--- src/rtl/horner_frame_tx.sv ---
// rtl/horner_frame_tx.sv - AXI4-Stream job frame transmitter for the Horner core
module horner_frame_tx #(
  parameter int DATA_WIDTH = 16,
  parameter int LANES      = 4,
  parameter int ORI_NUM    = 8,
  parameter int INT_NUM    = 35,
  parameter int LAY_NUM    = 5,
  parameter int ADDR_WIDTH = 8
) (
  input  logic                        m00_axis_aclk,
  input  logic                        m00_axis_aresetn,
  input  logic                        start,
  input  logic [LANES*DATA_WIDTH-1:0] cal_num,
  output logic                        busy,
  output logic                        done,
  output logic                        mem_rd_en,
  output logic [ADDR_WIDTH-1:0]       mem_rd_addr,
  input  logic [LANES*DATA_WIDTH-1:0] mem_rd_data,
  output logic [LANES*DATA_WIDTH-1:0] m00_axis_tdata,
  output logic                        m00_axis_tvalid,
  input  logic                        m00_axis_tready,
  output logic                        m00_axis_tlast
);

  localparam int W          = LANES * DATA_WIDTH;
  localparam int WEIGHT_NUM = 3 * ORI_NUM + INT_NUM - LAY_NUM + 3;
  localparam int MAT_NUM    = 12;
  localparam int VEC_NUM    = ORI_NUM + INT_NUM + LAY_NUM + 3;
  localparam int FRAME_LEN  = 1 + WEIGHT_NUM + MAT_NUM + VEC_NUM;

  localparam logic [ADDR_WIDTH-1:0] LAST_ADDR = ADDR_WIDTH'(FRAME_LEN - 2);
  localparam logic [ADDR_WIDTH-1:0] WGT_END   = ADDR_WIDTH'(WEIGHT_NUM - 1);
  localparam logic [ADDR_WIDTH-1:0] MAT_END   = ADDR_WIDTH'(MAT_NUM - 1);
  localparam logic [ADDR_WIDTH-1:0] VEC_END   = ADDR_WIDTH'(VEC_NUM - 1);

  typedef enum logic [1:0] {ST_IDLE, ST_HDR, ST_BODY, ST_DRAIN} state_t;
  typedef enum logic [1:0] {SEC_HDR, SEC_WGT, SEC_MAT, SEC_VEC} sec_t;

  state_t                state_q, state_d;
  sec_t                  sec_q, sec_d;
  logic [ADDR_WIDTH-1:0] cnt_q, cnt_d;
  logic [ADDR_WIDTH-1:0] rd_addr_q, rd_addr_d;
  logic                  inflight_q;
  logic [1:0]            occ_q, occ_d;
  logic [W-1:0]          e0_q, e0_d;
  logic [W-1:0]          e1_q, e1_d;
  logic                  done_q;

  logic         pop;
  logic         last_hs;
  logic         hdr_push;
  logic         push;
  logic [W-1:0] din;
  logic         rd_issue;
  logic         can_rd;
  logic [2:0]   used;

  assign m00_axis_tvalid = (occ_q != 2'd0);
  assign m00_axis_tdata  = e0_q;
  assign m00_axis_tlast  = m00_axis_tvalid && (sec_q == SEC_VEC) && (cnt_q == VEC_END);
  assign busy            = (state_q != ST_IDLE);
  assign done            = done_q;
  assign mem_rd_en       = rd_issue;
  assign mem_rd_addr     = rd_addr_q;

  assign pop     = m00_axis_tvalid && m00_axis_tready;
  assign last_hs = pop && m00_axis_tlast;

  // A read may issue only if its word is guaranteed a FIFO slot when it
  // lands; a beat leaving this cycle frees one slot in advance.
  assign used   = {1'b0, occ_q} + {2'b00, inflight_q};
  assign can_rd = pop ? (used < 3'd3) : (used < 3'd2);

  // Next-state and read issue; address 0 is fetched on the accepted start so
  // the first buffer word lands right behind the header.
  always_comb begin
    state_d   = state_q;
    rd_issue  = 1'b0;
    hdr_push  = 1'b0;
    rd_addr_d = rd_addr_q;
    unique case (state_q)
      ST_IDLE: begin
        if (start && m00_axis_aresetn) begin
          hdr_push = 1'b1;
          rd_issue = 1'b1;
          state_d  = ST_HDR;
        end
      end
      ST_HDR: begin
        rd_issue = can_rd;
        if (pop) state_d = ST_BODY;
        if (rd_issue && (rd_addr_q == LAST_ADDR)) state_d = ST_DRAIN;
      end
      ST_BODY: begin
        rd_issue = can_rd;
        if (rd_issue && (rd_addr_q == LAST_ADDR)) state_d = ST_DRAIN;
      end
      ST_DRAIN: begin
        if (last_hs) state_d = ST_IDLE;
      end
      default: state_d = ST_IDLE;
    endcase
    // The address parks on the final word so it never points past the frame.
    if (rd_issue && (rd_addr_q != LAST_ADDR)) rd_addr_d = rd_addr_q + 1'b1;
    if ((state_q == ST_DRAIN) && last_hs) rd_addr_d = '0;
  end

  assign push = hdr_push || inflight_q;
  assign din  = hdr_push ? cal_num : mem_rd_data;

  // Two-entry output FIFO: e0 is the presented beat, e1 the skid slot.
  always_comb begin
    occ_d = occ_q;
    e0_d  = e0_q;
    e1_d  = e1_q;
    unique case ({push, pop})
      2'b10: begin
        if (occ_q == 2'd0) e0_d = din;
        else               e1_d = din;
        occ_d = occ_q + 2'd1;
      end
      2'b01: begin
        e0_d  = e1_q;
        occ_d = occ_q - 2'd1;
      end
      2'b11: begin
        if (occ_q == 2'd1) begin
          e0_d = din;
        end else begin
          e0_d = e1_q;
          e1_d = din;
        end
      end
      default: ;
    endcase
  end

  // Section position of the presented beat; it drives tlast.
  always_comb begin
    sec_d = sec_q;
    cnt_d = cnt_q;
    if (pop) begin
      unique case (sec_q)
        SEC_HDR: begin
          sec_d = SEC_WGT;
          cnt_d = '0;
        end
        SEC_WGT: begin
          if (cnt_q == WGT_END) begin
            sec_d = SEC_MAT;
            cnt_d = '0;
          end else begin
            cnt_d = cnt_q + 1'b1;
          end
        end
        SEC_MAT: begin
          if (cnt_q == MAT_END) begin
            sec_d = SEC_VEC;
            cnt_d = '0;
          end else begin
            cnt_d = cnt_q + 1'b1;
          end
        end
        SEC_VEC: begin
          if (cnt_q == VEC_END) begin
            sec_d = SEC_HDR;
            cnt_d = '0;
          end else begin
            cnt_d = cnt_q + 1'b1;
          end
        end
        default: begin
          sec_d = SEC_HDR;
          cnt_d = '0;
        end
      endcase
    end
  end

  // State, FIFO and counters; reset abandons any partial frame.
  always_ff @(posedge m00_axis_aclk or negedge m00_axis_aresetn) begin
    if (!m00_axis_aresetn) begin
      state_q    <= ST_IDLE;
      sec_q      <= SEC_HDR;
      cnt_q      <= '0;
      rd_addr_q  <= '0;
      inflight_q <= 1'b0;
      occ_q      <= 2'd0;
      e0_q       <= '0;
      e1_q       <= '0;
      done_q     <= 1'b0;
    end else begin
      state_q    <= state_d;
      sec_q      <= sec_d;
      cnt_q      <= cnt_d;
      rd_addr_q  <= rd_addr_d;
      inflight_q <= rd_issue;
      occ_q      <= occ_d;
      e0_q       <= e0_d;
      e1_q       <= e1_d;
      done_q     <= last_hs;
    end
  end

endmodule

--- config.mk ---
export PLATFORM = sky130hd
export DESIGN_NAME = horner_frame_tx
export DESIGN_NICKNAME = d
export VERILOG_FILES = /design/src/rtl/horner_frame_tx.sv
export SDC_FILE = /design/constraint.sdc
export NUM_CORES = 1
export LEC_CHECK = 0
export CAP_MARGIN = 0
export CORE_AREA = 2 2 123 125
export CTS_CLUSTER_SIZE = 10
export DETAILED_ROUTE_END_ITERATION = 7
export DIE_AREA = 0 0 125 127
export MAX_ROUTING_LAYER = met4
export PLACE_DENSITY = 0.89
export RECOVER_POWER = 50
export SYNTH_ARGS = -nofsm -noshare
export SYNTH_HDL_FRONTEND = slang
export SYNTH_SLANG_ARGS = --single-unit
--- constraint.sdc ---
create_clock -name m00_axis_aclk -period 5.4 [get_ports m00_axis_aclk]
set_input_delay 1.62 -clock m00_axis_aclk [delete_from_list [all_inputs] [get_ports m00_axis_aclk]]
set_output_delay 1.62 -clock m00_axis_aclk [all_outputs]
set_load 0.005 [all_outputs]
==> flow_metrics.py <==
metrics = {
    "clocking": {
        "clk_pin_slew_worst_paths_ns": 0.06,
        "postCtsResizedCells": 0,
        "numClockSinks": 152,
        "root_buffer": "clkbuf_16",
        "postCtsHoldBufs": 0,
        "cts_setup_buffers": 0,
        "htreeDepth": 4,
        "cts_tree": "yes",
        "numCtsBuffers": 17,
        "clk_path_buf_depth": 2,
        "clk_latency_ns": 0.42,
    },
    "grt": {
        "first_global_vias": 6220,
        "grt_usage": 0.247,
        "top_usage_layer": "met2",
        "grt_max_degree": 153,
        "met2_usage": 0.421,
        "met3_usage": 0.0561,
        "grt-ovfl-total": 0,
        "antenna_found_initial": 0,
        "grt_pass1_wl_mm": 30.7,
        "use_met1": 0.298,
    },
    "setup_path": {
        "timing.rr.end": "e1_q[10]",
        "r2r-start": "occ_q[0]",
        "crit_start": "m00_axis_tready",
        "path_buf_inv": 3,
        "slowest_stage": "clkdlybuf4s50_1",
        "path_delay_family": "buffers and inverters",
        "start_kind": "input pin",
        "critPathMostFrequentCell": "clkdlybuf4s50_1",
        "path_max_fanout": 11,
        "cp.arrival_ns": 3.54,
        "end_kind": "output port",
        "worstRegToRegCells": 10,
        "path_class": "input pin to output port",
        "reg2reg_slack_ns": 2.22,
        "crit_chain": "clkdlybuf4s50_1 -> nand2b_1 -> inv_1 -> mux2_2 -> a21oi_1 -> nor2_1 -> clkdlybuf4s50_1",
        "crit_required_ns": 3.78,
        "cpPeakStageDelay_ns": 0.46,
    },
    "timing": {
        "post-route-period-util": 0.955,
        "timing.final.hold_violations": 0,
        "slew-limit-headroom": -1.20,
        "tightest_slew_ns": 3.30,
        "period_minus_slack_ns": 5.16,
        "finClkSkew_ns": 0.00692,
        "slew_violations": 153,
        "whs_ns": 0.482,
        "fmax_mhz": 194,
        "rsz0062_at_grt": "false",
        "finalSetupViolations": 0,
        "tns_ns": 0,
    },
    "logic_synthesis": {
        "synth_seq_cells": 152,
        "synth_cell_types": 42,
        "synth_nets": 898,
        "synth_area_per_cell_sq_um": 9.92,
        "yosysWarnings": 0,
        "synthTopCellsByArea": "dfrtp_1 51%, mux2_2 8.5%, a21oi_1 7.7%",
        "netlist.area_leader.share": 0.515,
        "seq_area_frac_synth": 0.515,
        "netlist_area_sq_mm": 0.00739,
        "yosys.area.top_type": "dfrtp_1",
        "synth_cells": 745,
    },
    "job": {
        "cap_viol_max_count": 1,
    },
    "status": {
        "violations": "max-capacitance violations, max-slew violations",
        "status": "finished, violations left",
    },
    "floorplan": {
        "ios": 209,
        "core-area_sq_mm": 0.0144,
        "die_area_sq_mm": 0.0159,
        "rows": 44,
        "die_w_microns": 125,
        "fp.dieH_microns": 127,
        "start_util": 0.512,
    },
    "pwr": {
        "p_per_area_mw_per_mm2": 552,
        "peakVddDrop_v": 0.000365,
        "finalPower_mw": 5.61,
        "p_leak_nw": 4.20,
    },
    "detailed_routing": {
        "vias": 6164,
        "drtIter0Drc": 497,
        "postRouteAntennaNets": 0,
        "drt_first_pass_iters": 5,
        "remaining_drc_errors": 0,
        "wl_per_cell_microns": 16.5,
        "avgViaCountPerCell": 5.45,
        "wl_mm": 18.7,
    },
    "finish": {
        "diodes": 0,
        "post-route-util": 0.705,
        "drive_above_1_share": 0.110,
        "fin_nets": 1088,
        "syn_to_final_growth_pct": 37.5,
        "fillerInstances": 1084,
    },
    "place": {
        "portBuffers": 208,
        "place_hpwl_mm": 12.9,
        "gp_congestion": 0.859,
    },
    "worst_hold_path": {
        "worstHoldEndpoint": "e1_q[16]",
        "min_from": "e1_q[16]",
        "holdPathStages": 2,
        "hold_class": "flop to flop",
    },
}
final cells by class:
class	count	area, sq um	share of cell area
Tap cell	184	230	0.0226
Clock buffer	20	447	0.0439
Sequential cell	152	3800	0.374
Inverter	17	63.8	0.00628
Multi-Input combinational cell	528	3370	0.331
Clock inverter	12	80.1	0.00788
Timing Repair Buffer	219	2170	0.214
how the worst max path moves through the flow:
| stage | end | slack (ns) | cells after the start |
|---|---|---|---|
| 3_5_place_dp | mem_rd_en | 0.36 | 7 |
| 4_1_cts | mem_rd_en | 0.35 | 7 |
| 3_3_place_gp | mem_rd_en | 0.36 | 7 |
| 2_1_floorplan | mem_rd_en | 1.06 | 7 |
| 5_1_grt | mem_rd_en | 0.14 | 7 |
| 6_report | mem_rd_en | 0.24 | 7 |
flip-flops by register name (all words and copies together) (netlist names):
name            cells
mem_rd_addr         8
e1_q               64
state_q             2
cnt_q               8
m00_axis_tdata     64
done                1
inflight_q          1
sec_q               2
occ_q               2
cells in the final DEF, fill, tap and decap left out, types with 17 or more instances in the layout:
cell type / synthesis / layout
clkdlybuf4s50_1: 0 / 181
dfrtp_1: 152 / 152
nor2_1: 114 / 114
a21oi_1: 114 / 112
nand2_1: 58 / 58
mux2_2: 56 / 56
o21ai_0: 44 / 44
mux2i_1: 41 / 41
a22oi_1: 27 / 27
dlygate4sd3_1: 0 / 26
ha_1: 21 / 21
inv_1: 16 / 17
clkbuf_16: 0 / 17
worst register-to-register path: cells and delay by family (launching register included):
| kind | cells | cell delay, ns |
|---|---|---|
| AO/OA/AOI/OAI | 1 | 0.07 |
| buffers and inverters | 3 | 0.86 |
| AND/OR/NAND/NOR | 4 | 1.06 |
| flip-flops | 1 | 0.43 |
| adder cells (fa/ha/maj) | 2 | 0.61 |
per-stage QoR:
stage / area [sq um] / std cells / setup slack, ns
after floorplan: 7390 / 745 / 1.06
after global placement: 9670 / 1100 / 0.361
after detailed placement: 9670 / 1100 / 0.365
after CTS: 10200 / 1132 / 0.350
after global routing: 10200 / 1132 / 0.137
final: 10200 / 1132 / 0.240
routing by layer:
metal,wire length (microns),vias to the layer above
li1,-,2987
met1,7690,2961
met2,9630,197
met3,1130,19
met4,221,0
met5,0,-
Yosys cell counts:
cell type and instances:
o31ai_1 2, xnor2_1 5, nand4b_1 1, o21ai_2 1
nand2_1 58, a22oi_1 27, and3_1 3, o31a_1 1
buf_2 13, and4_1 1, or4_4 1, and2_1 1
clkbuf_1 33, nor4_2 1, xor2_1 2, nand2b_1 1
mux2_2 56, nand4_1 1, nor2_2 1, o22ai_1 2
or4_1 3, a311oi_1 1, o21ai_1 1, nor3_1 2
nor4_1 5, o311ai_0 1, or2_1 1, dfrtp_1 152
mux2_1 1, a21o_1 1, o21a_1 1, nor2_1 114
mux2i_1 41, o21ai_0 44, nand3_1 4, buf_1 2
a21oi_1 114, ha_1 21, inv_1 16, inv_2 1
nand3b_1 3, or3_1 5
cell families (layout without fill, tap and decap cells):
group,count (synthesis),count (layout),share of synthesized area
DFF,152,152,0.515
xor gates and xnor gates,7,7,0.00830
and+or+nand+nor,206,206,0.118
adders and majority gates,21,21,0.0356
muxes,98,98,0.142
AOI/OAI and AO/OA,196,196,0.146
buffers and inverters,65,268,0.0352
power breakdown:
part | switching (mW) | internal (mW) | total [mW] | leakage [nW]
Clock | 0.453 | 0.594 | 1.05 | 0.236
Sequential | 0.313 | 1.70 | 2.01 | 1.82
Combinational | 1.31 | 1.24 | 2.55 | 2.15
Power figures use the tool's default switching activity.
==> RTL edit 1, RTL diff (config.mk and constraints unchanged) <==
The parameter `ADDR_WIDTH` goes from 8 to 6.
--- a/src/rtl/horner_frame_tx.sv
+++ b/src/rtl/horner_frame_tx.sv
@@ -7,3 +7,3 @@
   parameter int LAY_NUM    = 5,
-  parameter int ADDR_WIDTH = 8
+  parameter int ADDR_WIDTH = 6
 ) (
Interface: changed (resized mem_rd_addr); port bits go from 209 to 207. The function was not compared with the original's and may differ.
==> RTL edit 1 against the original RTL <==
The run still ends with capacitance limit, slew limit left; routed wire length fell by 3.6%; cell area decreased by 1.2%; synthesized area down 1.6%; clock skew barely moved; first-iteration DRC count decreased by 12%; setup slack improved by 48 ps; sequential cell count is 4 lower; clock power grew 17%; power is 1.9% higher.
==> RTL edit 1: results (changes against the original RTL) <==
[status]
outcome=complete, but fails checks  ; unchanged
violations=capacitance limit, slew limit  ; unchanged

[yosys]
synth-xor-area-share_pct=0.241  ; was 0.830%
syn-instance-count=704  ; was 745
yosys-top-cells-count=dfrtp_1 (148), a21oi_1 (104), nor2_1 (99)  ; was dfrtp_1 (152), a21oi_1 (114), nor2_1 (114)
synthTopCellsByArea=dfrtp_1 (51%), mux2_2 (10%), a21oi_1 (7.2%)  ; was dfrtp_1 (51%), mux2_2 (8.5%), a21oi_1 (7.7%)
synth_mux_area_share_pct=15.7  ; was 14.2%
synth_compound_area_share_pct=15.0  ; was 14.6%

[power]
p_comb_mw=2.50  ; was 2.55 mW

[run]
maxCapViolCount=1  ; unchanged

[cells_and_area]
fin_cells=1090  ; was 1132
layout-drive-gt1-share_pct=12.7  ; was 11.0%
fin_util_pct=69.6  ; was 70.5%
nets=1048  ; was 1088

[hold_path]
hold_start=e1_q[10]  ; was e1_q[16]
hold_end=e1_q[10]  ; was e1_q[16]

[global_routing]
use_met3_pct=4.90  ; was 5.61%
grt_pass1_wl_mm=29.0  ; was 30.7 mm
met2_usage_pct=38.3  ; was 42.1%
use_met1_pct=28.4  ; was 29.8%
track_usage_pct=23.2  ; was 24.7%
grt_max_degree=76  ; was 153

[sta]
hold_ws_ps=481  ; was 482 ps
slew_viol_final=76  ; was 153
skew_ps=7.25  ; was 6.92 ps

[placement]
dp_hpwl_mm=12.3  ; was 12.9 mm
dp_slack_ps=397  ; was 365 ps

[detailed_routing]
drtIter0Drc=437  ; was 497
num_vias=6013  ; was 6164

[setup_path]
critical_path_arrival_ps=3490  ; was 3540 ps
r2r_setup_slack_ps=2080  ; was 2220 ps
reg2reg_from=state_q[0]  ; was occ_q[0]

-- RTL edit 1: changes by cell type in the layout (fill, tap and decap cells not counted), moves of 6 or more --
cell and change:
mux2_2 +9, a21oi_1 -9, nand2_1 -10, clkinvlp_4 -6
nor2_1 -15, o21ai_0 -7, clkdlybuf4s50_1 -48, dlygate4sd3_1 +46
-- RTL edit 1: worst max-delay path, cell delays in order --
cell,delay [ps]
dlygate4sd3_1,560
nand2b_2,70
inv_1,120
mux2_4,350
a21oi_4,210
nor2_1,90
clkdlybuf4s50_1,460
-- RTL edit 1: per-layer routing --
| metal | vias to the layer above | wire [um] |
|---|---|---|
| li1 | 2856 | - |
| met1 | 2900 | 7450 |
| met2 | 219 | 8920 |
| met3 | 38 | 1070 |
| met4 | 0 | 555 |
| met5 | - | 0 |
-- RTL edit 1: final cells by class --
cell class              count  share of cell area, %
clock buffers              21                   4.59
multi-input cells         492                   32.6
flip-flops and latches    148                   36.9
repair buffers            217                   21.4
inverters                  19                  0.710
well taps                 184                   2.29
clock inverters             9                   1.53
==> RTL edit 2, RTL diff (same flow settings) <==
Without the edit above. The 4 states of `state_t` get a one-hot encoding in 4 bits.
--- a/src/rtl/horner_frame_tx.sv
+++ b/src/rtl/horner_frame_tx.sv
@@ -35,3 +35,3 @@
 
-  typedef enum logic [1:0] {ST_IDLE, ST_HDR, ST_BODY, ST_DRAIN} state_t;
+  typedef enum logic [3:0] {ST_IDLE = 4'b0001, ST_HDR = 4'b0010, ST_BODY = 4'b0100, ST_DRAIN = 4'b1000} state_t;
   typedef enum logic [1:0] {SEC_HDR, SEC_WGT, SEC_MAT, SEC_VEC} sec_t;
Behaviour: same outputs for any inputs over 4 cycles, from zero or initial values and one cycle with m00_axis_aresetn low; so few cycles prove little.
==> RTL edit 2 against the original RTL <==
The run still ends with capacitance limit, slew limit left; routed wire length decreased by 1.9%; sequential cell count increased by 2; via count increased by 0.65%; global-route usage decreased by 0.65 points; cell area increased by 1.9%; setup slack got worse by 20 ps; sequential share of layout area decreased by 0.20 points; synthesized area increased by 1.0%; clock power increased by 33%; power decreased by 0.95%; largest power group unchanged.
==> RTL edit 2: results (changes against the original RTL) <==
[run]
maxCapViolCount=2  ; was 1

[detailed_routing]
num_vias=6204  ; was 6164
wl_per_cell_um=16.3  ; was 16.5 um
via_per_inst=5.52  ; was 5.45

[hold_path]
hold_end=m00_axis_tdata[14]  ; was e1_q[16]
hold_start=m00_axis_tdata[14]  ; was e1_q[16]

[yosys]
synthesis.nets=883  ; was 898
yosysSeqAreaShare_pct=51.6  ; was 51.5%
avgSynthCellArea_um2=10.2  ; was 9.92 um2
yosys-top-cells-count=dfrtp_1 (153), nor2_1 (145), a21oi_1 (138)  ; was dfrtp_1 (152), a21oi_1 (114), nor2_1 (114)

[sta]
slew_viol_final=126  ; was 153
hold_ws_ps=520  ; was 482 ps
tightest_slew_ps=3120  ; was 3300 ps
period_needed_ps=5180  ; was 5160 ps
skew_ps=6.52  ; was 6.92 ps

[setup_path]
r2r_setup_slack_ps=1860  ; was 2220 ps
r2r-end=m00_axis_tdata[27]  ; was e1_q[10]
reg2reg_depth=12  ; was 10

[cells_and_area]
layout-drive-gt1-share_pct=6.18  ; was 11.0%

[power]
p_leak_nw=4.26  ; was 4.20 nW
p_switching_mw=1.84  ; was 2.08 mW
ir_drop_v=0.000325  ; was 0.000365 V

[status]
violations=capacitance limit, slew limit  ; unchanged
outcome=complete, but fails checks  ; unchanged

[global_routing]
grt_pass1_wl_mm=29.9  ; was 30.7 mm
grt_pass1_vias=5955  ; was 6220
track_usage_pct=24.1  ; was 24.7%

[placement]
place_congestion=0.869  ; was 0.859
dp_slack_ps=345  ; was 365 ps
dp_hpwl_mm=12.3  ; was 12.9 mm

RTL edit 2: cell types whose count changed in the layout (fill, tap and decap cells not counted), moves of 24 or more:
cell	delta
a22oi_1	-27
nand2_1	-45
o21ai_0	-37
a2bb2oi_1	+64
mux2_2	-53
mux2i_1	+25
a21oi_1	+24
nor2_1	+30
RTL edit 2: per-stage QoR:
stage | power, mW | area [um2]
CTS | 5.65 | 10400
floorplan | 3.21 | 7470
global route | 5.93 | 10400
detailed placement | 4.21 | 9670
finish | 5.56 | 10400
global placement | 4.12 | 9670
RTL edit 2: logic make-up after synthesis:
logic type / share of synthesized area [%]
fa+ha+maj: 2.68
buf+inv: 4.66
simple gates: 11.4
mux: 9.30
compound gates: 19.0
xor+xnor: 1.29
flops: 51.6
RTL edit 2: power by group through the flow:
stage / Combinational, mW / Clock (mW) / Sequential, mW
finish: 2.15 / 1.40 / 2.01
floorplan: 1.22 / 0 / 1.99
global route: 2.37 / 1.48 / 2.08
CTS: 2.21 / 1.43 / 2.01
global placement: 2.12 / 0 / 2.00
detailed placement: 2.19 / 0 / 2.02
RTL edit 2: metal layers:
| layer | GRT usage, % | part of all wire, % |
|---|---|---|
| met5 | - | 0 |
| met4 | 8.63 | 1.8 |
| met3 | 5.32 | 5.8 |
| met2 | 38.5 | 49 |
| met1 | 30.5 | 44 |
RTL edit 2: critical path: stages:
cell and delay [ps]:
dlygate4sd3_1 540, nand2_2 160, inv_1 140, mux2_2 400, a31oi_2 180, inv_1 80
clkdlybuf4s50_1 450
RTL edit 2: cell type report:
cell class	count	area, um2
Clock buffer	21	460
Clock inverter	11	240
Fill cell	1040	4070
Inverter	16	60.1
Multi-Input combinational cell	516	3320
Sequential cell	154	3850
Tap cell	184	230
Timing Repair Buffer	221	2200
